[src/rtl/axi_write_burst.sv]
// axi_write_burst: AXI4 write master, streams beats into fixed INCR bursts.
// Build macro AXI_WR_TLAST_CHECK_EN: frame check of S_WR_tlast vs wlast.
`timescale 1ns/1ps
module axi_write_burst #(
  parameter int AW_FLIP_BYTE = 0,
  parameter int AW_ADDR_WIDTH = 32,
  parameter int AW_DATA_WIDTH = 64,
  parameter int AW_LIN = 16,
  parameter logic [AW_ADDR_WIDTH-1:0] AW_BASE_ADDR = '0,
  parameter int AW_STRIDE = 4096,
  parameter int AW_REGION = 32'h10000
) (
  input  logic                       S_WR_aclk,
  input  logic                       S_WR_areset,
  input  logic                       i_wr_en,
  output logic                       o_wr_done,
  output logic                       o_wr_err,
  input  logic [AW_DATA_WIDTH-1:0]   S_WR_tdata,
  input  logic                       S_WR_tvalid,
  output logic                       S_WR_tready,
  input  logic                       S_WR_tlast,
  output logic                       m_axi_awid,
  output logic [AW_ADDR_WIDTH-1:0]   m_axi_awaddr,
  output logic [7:0]                 m_axi_awlen,
  output logic [2:0]                 m_axi_awsize,
  output logic [1:0]                 m_axi_awburst,
  output logic                       m_axi_awlock,
  output logic [3:0]                 m_axi_awcache,
  output logic [2:0]                 m_axi_awprot,
  output logic [3:0]                 m_axi_awqos,
  output logic                       m_axi_awvalid,
  input  logic                       m_axi_awready,
  output logic [AW_DATA_WIDTH-1:0]   m_axi_wdata,
  output logic [AW_DATA_WIDTH/8-1:0] m_axi_wstrb,
  output logic                       m_axi_wlast,
  output logic                       m_axi_wvalid,
  input  logic                       m_axi_wready,
  input  logic                       m_axi_bid,
  input  logic [1:0]                 m_axi_bresp,
  input  logic                       m_axi_bvalid,
  output logic                       m_axi_bready
);

  localparam int SB = AW_DATA_WIDTH / 8;
  localparam int CW = (AW_LIN > 1) ? $clog2(AW_LIN) : 1;
  localparam logic [CW-1:0] LAST_BEAT = CW'(AW_LIN - 1);
  localparam logic [7:0] LEN = 8'(AW_LIN - 1);
  localparam logic [2:0] SIZE = 3'($clog2(SB));
  localparam logic [AW_ADDR_WIDTH-1:0] STEP =
    AW_ADDR_WIDTH'(AW_STRIDE);
  localparam logic [AW_ADDR_WIDTH-1:0] SPAN =
    AW_ADDR_WIDTH'(AW_REGION);
  localparam logic [AW_ADDR_WIDTH-1:0] WRAP_AT =
    AW_BASE_ADDR + SPAN - STEP;

  typedef enum logic [2:0] {
    S_IDLE,
    S_ADDR,
    S_DATA,
    S_RESP,
    S_DONE
  } state_t;

  state_t                     state;
  logic [AW_ADDR_WIDTH-1:0]   addr_buf;
  logic [AW_ADDR_WIDTH-1:0]   addr_next;
  logic [CW-1:0]              beat_cnt;
  logic                       in_data;
  logic                       at_last;
  logic                       w_hs;
  logic                       frame_err;

  // Fixed AW attributes: single ID, INCR, normal non-cacheable bufferable.
  assign m_axi_awid    = 1'b0;
  assign m_axi_awlen   = LEN;
  assign m_axi_awsize  = SIZE;
  assign m_axi_awburst = 2'b01;
  assign m_axi_awlock  = 1'b0;
  assign m_axi_awcache = 4'b0011;
  assign m_axi_awprot  = 3'b000;
  assign m_axi_awqos   = 4'b0000;
  assign m_axi_wstrb   = '1;

  // W channel is a straight pass-through of the stream while in DATA.
  assign in_data      = (state == S_DATA);
  assign at_last      = (beat_cnt == LAST_BEAT);
  assign m_axi_wvalid = in_data && S_WR_tvalid;
  assign S_WR_tready  = in_data && m_axi_wready;
  assign m_axi_wlast  = in_data && at_last;
  assign w_hs         = m_axi_wvalid && m_axi_wready;

  generate
    if (AW_FLIP_BYTE != 0) begin : g_flip
      logic [AW_DATA_WIDTH-1:0] flip_data;
      for (genvar b = 0; b < SB; b++) begin : g_byte
        assign flip_data[8*b +: 8] = S_WR_tdata[8*(SB-1-b) +: 8];
      end
      assign m_axi_wdata = flip_data;
    end else begin : g_pass
      assign m_axi_wdata = S_WR_tdata;
    end
  endgenerate

  // Next ring slot: step by the stride, wrap at the last slot.
  always_comb begin
    addr_next = addr_buf + STEP;
    if (addr_buf >= WRAP_AT) begin
      addr_next = AW_BASE_ADDR;
    end
  end

`ifdef AXI_WR_TLAST_CHECK_EN
  logic unused_ok;
  assign unused_ok = m_axi_bid;

  // Sticky frame error: stream tlast disagreed with our wlast on a beat.
  always_ff @(posedge S_WR_aclk or posedge S_WR_areset) begin
    if (S_WR_areset) begin
      frame_err <= 1'b0;
    end else if (state == S_DONE) begin
      frame_err <= 1'b0;
    end else if (w_hs && (S_WR_tlast != m_axi_wlast)) begin
      frame_err <= 1'b1;
    end
  end
`else
  logic unused_ok;
  assign unused_ok = ^{m_axi_bid, S_WR_tlast};
  assign frame_err = 1'b0;
`endif

  // Burst sequencer: AW, W beats, B response, completion pulse.
  always_ff @(posedge S_WR_aclk or posedge S_WR_areset) begin
    if (S_WR_areset) begin
      state         <= S_IDLE;
      addr_buf      <= AW_BASE_ADDR;
      beat_cnt      <= '0;
      m_axi_awvalid <= 1'b0;
      m_axi_awaddr  <= '0;
      m_axi_bready  <= 1'b0;
      o_wr_done     <= 1'b0;
      o_wr_err      <= 1'b0;
    end else begin
      o_wr_done <= 1'b0;
      o_wr_err  <= 1'b0;
      unique case (state)
        S_IDLE: begin
          if (i_wr_en && S_WR_tvalid) begin
            state         <= S_ADDR;
            m_axi_awvalid <= 1'b1;
            m_axi_awaddr  <= addr_buf;
          end
        end
        S_ADDR: begin
          if (m_axi_awready) begin
            state         <= S_DATA;
            m_axi_awvalid <= 1'b0;
          end
        end
        S_DATA: begin
          if (w_hs) begin
            if (at_last) begin
              state        <= S_RESP;
              beat_cnt     <= '0;
              m_axi_bready <= 1'b1;
            end else begin
              beat_cnt <= beat_cnt + CW'(1);
            end
          end
        end
        S_RESP: begin
          if (m_axi_bvalid) begin
            state        <= S_DONE;
            m_axi_bready <= 1'b0;
            o_wr_done    <= 1'b1;
            o_wr_err     <= (m_axi_bresp != 2'b00) || frame_err;
          end
        end
        S_DONE: begin
          state    <= S_IDLE;
          addr_buf <= addr_next;
        end
        default: begin
          state <= S_IDLE;
        end
      endcase
    end
  end

endmodule

[config.mk]
export PLATFORM = sky130hd
export DESIGN_NAME = axi_write_burst
export DESIGN_NICKNAME = d
export VERILOG_FILES = /design/src/rtl/axi_write_burst.sv
export SDC_FILE = /design/constraint.sdc
export NUM_CORES = 1
export LEC_CHECK = 0
export CORE_MARGIN = 2
export CORE_UTILIZATION = 32
export DETAILED_ROUTE_END_ITERATION = 8
export PLACE_DENSITY = 0.78
export SLEW_MARGIN = 25
export SYNTH_ARGS = -nofsm -noshare
export SYNTH_HDL_FRONTEND = slang
export SYNTH_SLANG_ARGS = --single-unit
[constraint.sdc]
create_clock -name S_WR_aclk -period 1.75 [get_ports S_WR_aclk]
set_input_delay 0.2625 -clock S_WR_aclk [delete_from_list [all_inputs] [get_ports S_WR_aclk]]
set_output_delay 0.2625 -clock S_WR_aclk [all_outputs]
set_load 0.05 [all_outputs]
# == Word level (Yosys, flattened, before mapping) ==
# Index checks and enable logic that the tools add are counted.
# totals
reg_bits,75
in_bits,75
out_inout_bits,137
elab_cells,54
# classes
addsub,2
magnitude_cmp,1
eq_ne,10
mux,19
reduce_logical,14
# ops
op,n
32-bit by 13-bit adder with 32-bit output (second input constant),1
32-bit by 16-bit >= comparator with 1-bit output (second input constant),1
32-bit 2-to-1 mux,1
3-bit 2-to-1 mux,5
3-bit case mux with 4 select lines,1
1-bit 2-to-1 mux,9
3-bit by 2-bit equality test with 1-bit output (second input constant),2
2-bit != test (second input constant),3
2-bit nonzero test,3
1-bit logical AND,5
5-bit AND reduction,1
4-bit by 1-bit adder with 4-bit output (second input constant),1
4-bit equality test (second input constant),1
4-bit 2-to-1 mux,1
2-bit by 1-bit != test with 1-bit output (second input constant),2
1-bit case mux with 2 select lines,2
2-bit AND reduction,2
4-bit AND reduction,1
3-bit by 1-bit equality test with 1-bit output (second input constant),1
3-bit equality test (second input constant),1
3-bit logical NOT,1
3-bit AND reduction,1

# == Longest topological paths before layout ==
# logic_depth
word_depth,5
ltp_mapped,6
depth_no_buf,5

# == Worst setup path after synthesis ==
# Ideal clock, no wire load.
# synth_timing
path_kind,flip-flop to flip-flop
from,register state[0]
to,register addr_buf[27]
setup_time_ns,0.072
arrival_time_ns,1.604
required_ns,1.678
setup_slack_ns,0.074
stages_incl_launch_ff,7
n_path_buf,2
period_less_slack_ns,1.676
cell_sequence,dfrtp_1 -> buf_6 -> or3b_1 -> buf_6 -> nor4_4 -> a41oi_1 -> nor2_1
# synth_via
elab_chain_cells,1
# synth_lines
element,line_no,source
start: declaration,64,state_t state;
start signal: assignment,135,state <= S_IDLE;
start signal: assignment,149,state <= S_ADDR;
start signal: assignment,156,state <= S_DATA;
3-bit equality test,146,unique case (state)
end signal: assignment,181,addr_buf <= addr_next;
end: declaration,65,logic [AW_ADDR_WIDTH-1:0] addr_buf;
# Every way passes these cells.
# A chain may end at the register's enable or synchronous reset.

# == Worst setup path after layout ==
# layout_timing
from,register beat_cnt[1]
to,output port m_axi_wlast
# layout_via
elab_chain_cells,2
# layout_lines
element,line_no,source
start: declaration,67,logic [CW-1:0] beat_cnt;
start signal: assignment,167,beat_cnt <= beat_cnt + CW'(1);
4-bit equality test,86,assign at_last = (beat_cnt == LAST_BEAT);
1-bit logical AND,89,assign m_axi_wlast = in_data && at_last;
end: declaration,35,"output logic m_axi_wlast,"
# Every way passes these cells.

==> impl_metrics.py <==
metrics = {
    "status": {
        "status": "finished clean",
    },
    "cts": {
        "clock-sinks": 51,
        "numCtsBuffers": 5,
        "root_buffer": "clkbuf_8",
        "htree_levels": 2,
        "cts_tree": "yes",
        "cts.clk_slew.worst_paths_ns": 0.09,
        "clockBufferDepth": 2,
        "clock_latency_ns": 0.31,
    },
    "power": {
        "power_frac_comb_pct": 33.4,
        "leakagePower_nw": 1.53,
        "pwr-share-clk_pct": 26.7,
        "p_seq_share_pct": 39.9,
        "power_w": 0.00359,
        "switching_share_pct": 35.8,
        "intPower_w": 0.00231,
        "power.density_mw_per_mm2": 1210,
        "power.switching_w": 0.00129,
        "ir_drop_v": 0.000554,
    },
    "placed_design": {
        "dpl_cell_area_mm2": 0.00281,
        "portBuffers": 35,
        "dp_hpwl_um": 3530,
        "routabilityCongestion": 0.714,
        "dp.cells": 365,
    },
    "setup_path": {
        "worst-path-max-fanout": 3,
        "end_kind": "output pin",
        "reg2regPathDepth": 4,
        "reg2reg_to": "addr_buf[27]$_DFFE_PP0P_",
        "worstSetupStartpointType": "flip-flop",
        "worstSetupPathType": "reg -> out",
        "rrSetupSlack_ns": 0.10,
        "critPathRequiredTime_ns": 1.49,
        "worst_path_max_delay_cell": "dfrtp_1",
        "r2r-start": "state[0]$_DFFE_PP0P_",
        "path_delay_family": "flip-flops",
        "path_buf_inv": 1,
        "cp_data_arrival_time_ns": 1.42,
        "slowest_delay_ns": 0.40,
        "path_cells": "ha_2 -> and3_4 -> and3_4 -> buf_12",
        "cpMostUsedCell": "and3_4",
    },
    "timing": {
        "slew_violations": 0,
        "grt_setup_unrepaired": "no",
        "period_needed_ns": 1.68,
        "timing.fmax_mhz": 594,
        "finalClockSkew_ns": 0.00691,
        "fin_crit_sh_pct": 96.2,
        "hold_violations": 0,
        "setup_violations": 0,
        "fin_tns_setup_ns": 0,
    },
    "layout": {
        "design_area_mm2": 0.00298,
        "drive_gt1_share_pct": 27.8,
        "antenna_cells": 0,
        "final_cells": 374,
        "area_growth_pct": 0.549,
        "layout.nets": 339,
    },
    "routing": {
        "drtPass1Iterations": 5,
        "drc": 0,
        "wl_um": 4780,
        "ant_nets": 0,
        "vias_per_cell": 4.39,
        "first_iter_violations": 90,
        "drt-wirelength-per-cell_um": 12.8,
        "vias": 1641,
    },
    "die": {
        "rows": 35,
        "die_w_um": 100,
        "die_y_um": 100,
        "start_util_pct": 32.5,
        "io_pins": 212,
        "core_region_area_mm2": 0.00911,
        "dieArea_mm2": 0.0100,
    },
    "global_routing": {
        "grt_pass1_vias": 1595,
        "grt_max_degree": 52,
        "grt_use_total_pct": 9.87,
        "gr-total-overflow": 0,
        "antenna_found_initial": 0,
        "grt_pass1_wl_um": 7830,
    },
    "logic_synthesis": {
        "syn_inst": 285,
        "synth_edf_count": 0,
        "synthDominantCellAreaShare_pct": 43.1,
        "syn_area_per_cell_um2": 10.4,
        "synth_warnings": 0,
        "synth_ff_type": "dfrtp_1",
        "syn_area_mm2": 0.00296,
        "async_flop_share_pct": 100,
        "ys_seq_area_share_pct": 43.1,
        "ys_types": 38,
        "synth.largest_area_cell": "dfrtp_1",
        "yosys-top-cells-area": "dfrtp_1 43%, buf_4 28%, mux2_2 8.4%",
        "ys_seq_elements": 51,
    },
    "hold_path": {
        "hold_class": "in -> async",
    },
    "job": {
        "maxCapViolations": 0,
    },
}
-- flip-flops by register name (all words and copies together), names as in the netlist --
register       flops
m_axi_awaddr      20
o_wr_done          1
state              3
o_wr_err           1
m_axi_bready       1
beat_cnt           4
m_axi_awvalid      1
addr_buf          20
-- tightest hold or removal path, delay by kind of cell --
family	cells	cell delay, ns
buffers and inverters	3	0.74
-- area by class of cell --
cell class,instances,area (um2)
clock inverters,3,67.6
well taps,111,139
clock buffers,5,68.8
fillers,932,6130
flip-flops and latches,51,1280
multi-input cells,159,1000
inverters,2,7.51
repair buffers,43,418
-- power by group through the flow --
stage | clock [W] | combinational [W] | sequential (W)
2_1_floorplan | 0 | 0.00114 | 0.00165
3_3_place_gp | 0 | 0.00113 | 0.00145
3_5_place_dp | 0 | 0.00116 | 0.00147
4_1_cts | 0.000981 | 0.00120 | 0.00144
5_1_grt | 0.00103 | 0.00130 | 0.00146
6_report | 0.000959 | 0.00120 | 0.00143
-- metal layers --
metal	track usage [%]	share of wire, %	vias to the layer above
met2	15.4	45	67
met4	6.74	4.8	0
met1	11.8	43	793
met3	2.79	7.1	25
li1	-	-	756
met5	0	0	-
-- layout by cell type (no fill, tap or decap), types with 2 or more instances in the layout --
master	n
dfrtp_1	51
conb_1	46
buf_4	29
mux2_2	22
nor2_1	14
nor2b_1	11
nand2_1	11
clkdlybuf4s50_1	8
buf_12	6
nand3_1	5
clkbuf_8	5
nor4_1	4
a21oi_1	4
o21ai_0	4
nand4_1	3
a31oi_1	3
and3_1	3
and4_1	2
nand2b_1	2
and3_4	2
and4b_1	2
a22oi_1	2
nor3_1	2
bufinv_16	2
-- through the flow --
| step | hold WS [ns] | utilization (%) | setup slack, ns |
|---|---|---|---|
| 6_report | 0.305 | 32.7 | 0.0660 |
| 2_1_floorplan | 0.379 | - | 0.0739 |
| 5_1_grt | 0.328 | 32.7 | 0.00512 |
| 4_1_cts | 0.305 | 32.5 | 0.0254 |
| 3_5_place_dp | 0.479 | 30.8 | 0.104 |
| 3_3_place_gp | 0.479 | 30.8 | 0.146 |
-- how the worst max path moves through the flow --
stage                     depth (start not counted)                     from                       end
final                                             4  beat_cnt[1]$_DFFE_PP0P_               m_axi_wlast
after global routing                              4  beat_cnt[1]$_DFFE_PP0P_               m_axi_wlast
after CTS                                         4  beat_cnt[0]$_DFFE_PP0P_               m_axi_wlast
after detailed placement                          5     state[2]$_DFFE_PP0P_      state[0]$_DFFE_PP0P_
after global placement                            3              S_WR_tvalid   beat_cnt[1]$_DFFE_PP0P_
after floorplan                                   6     state[0]$_DFFE_PP0P_  addr_buf[27]$_DFFE_PP0P_
-- cells in the mapped netlist, types with 2 or more instances --
cell	number
a21oi_1	4
a22oi_1	2
a31oi_1	3
and3_1	5
and4_1	2
and4b_1	2
buf_1	2
buf_4	110
buf_6	2
clkbuf_1	2
conb_1	2
dfrtp_1	51
ha_1	2
inv_1	2
mux2_2	22
nand2_1	11
nand2b_1	2
nand3_1	5
nand4_1	3
nor2_1	15
nor2b_1	11
nor3_1	2
nor4_1	5
o21ai_0	4
-- timing repair --
item                                    in CTS  in global routing
buffers inserted                             1                  0
gates resized for setup                      3                  3
hold buffers                                 0                  0
endpoints found under the setup margin       3                  5
-- cell families (layout without fill, tap and decap cells) --
group | after synthesis | after routing | synth area share [%]
AO/OA/AOI/OAI | 19 | 19 | 4.18
XOR/XNOR | 1 | 1 | 0.296
adder cells (fa/ha/maj) | 2 | 2 | 0.845
buffers and inverters | 119 | 53 | 29.6
flip-flops | 51 | 51 | 43.1
multiplexers | 22 | 22 | 8.37
other | 2 | 46 | 0.254
AND/OR/NAND/NOR | 69 | 69 | 13.4
No activity file was read; power rests on OpenSTA's default activity.
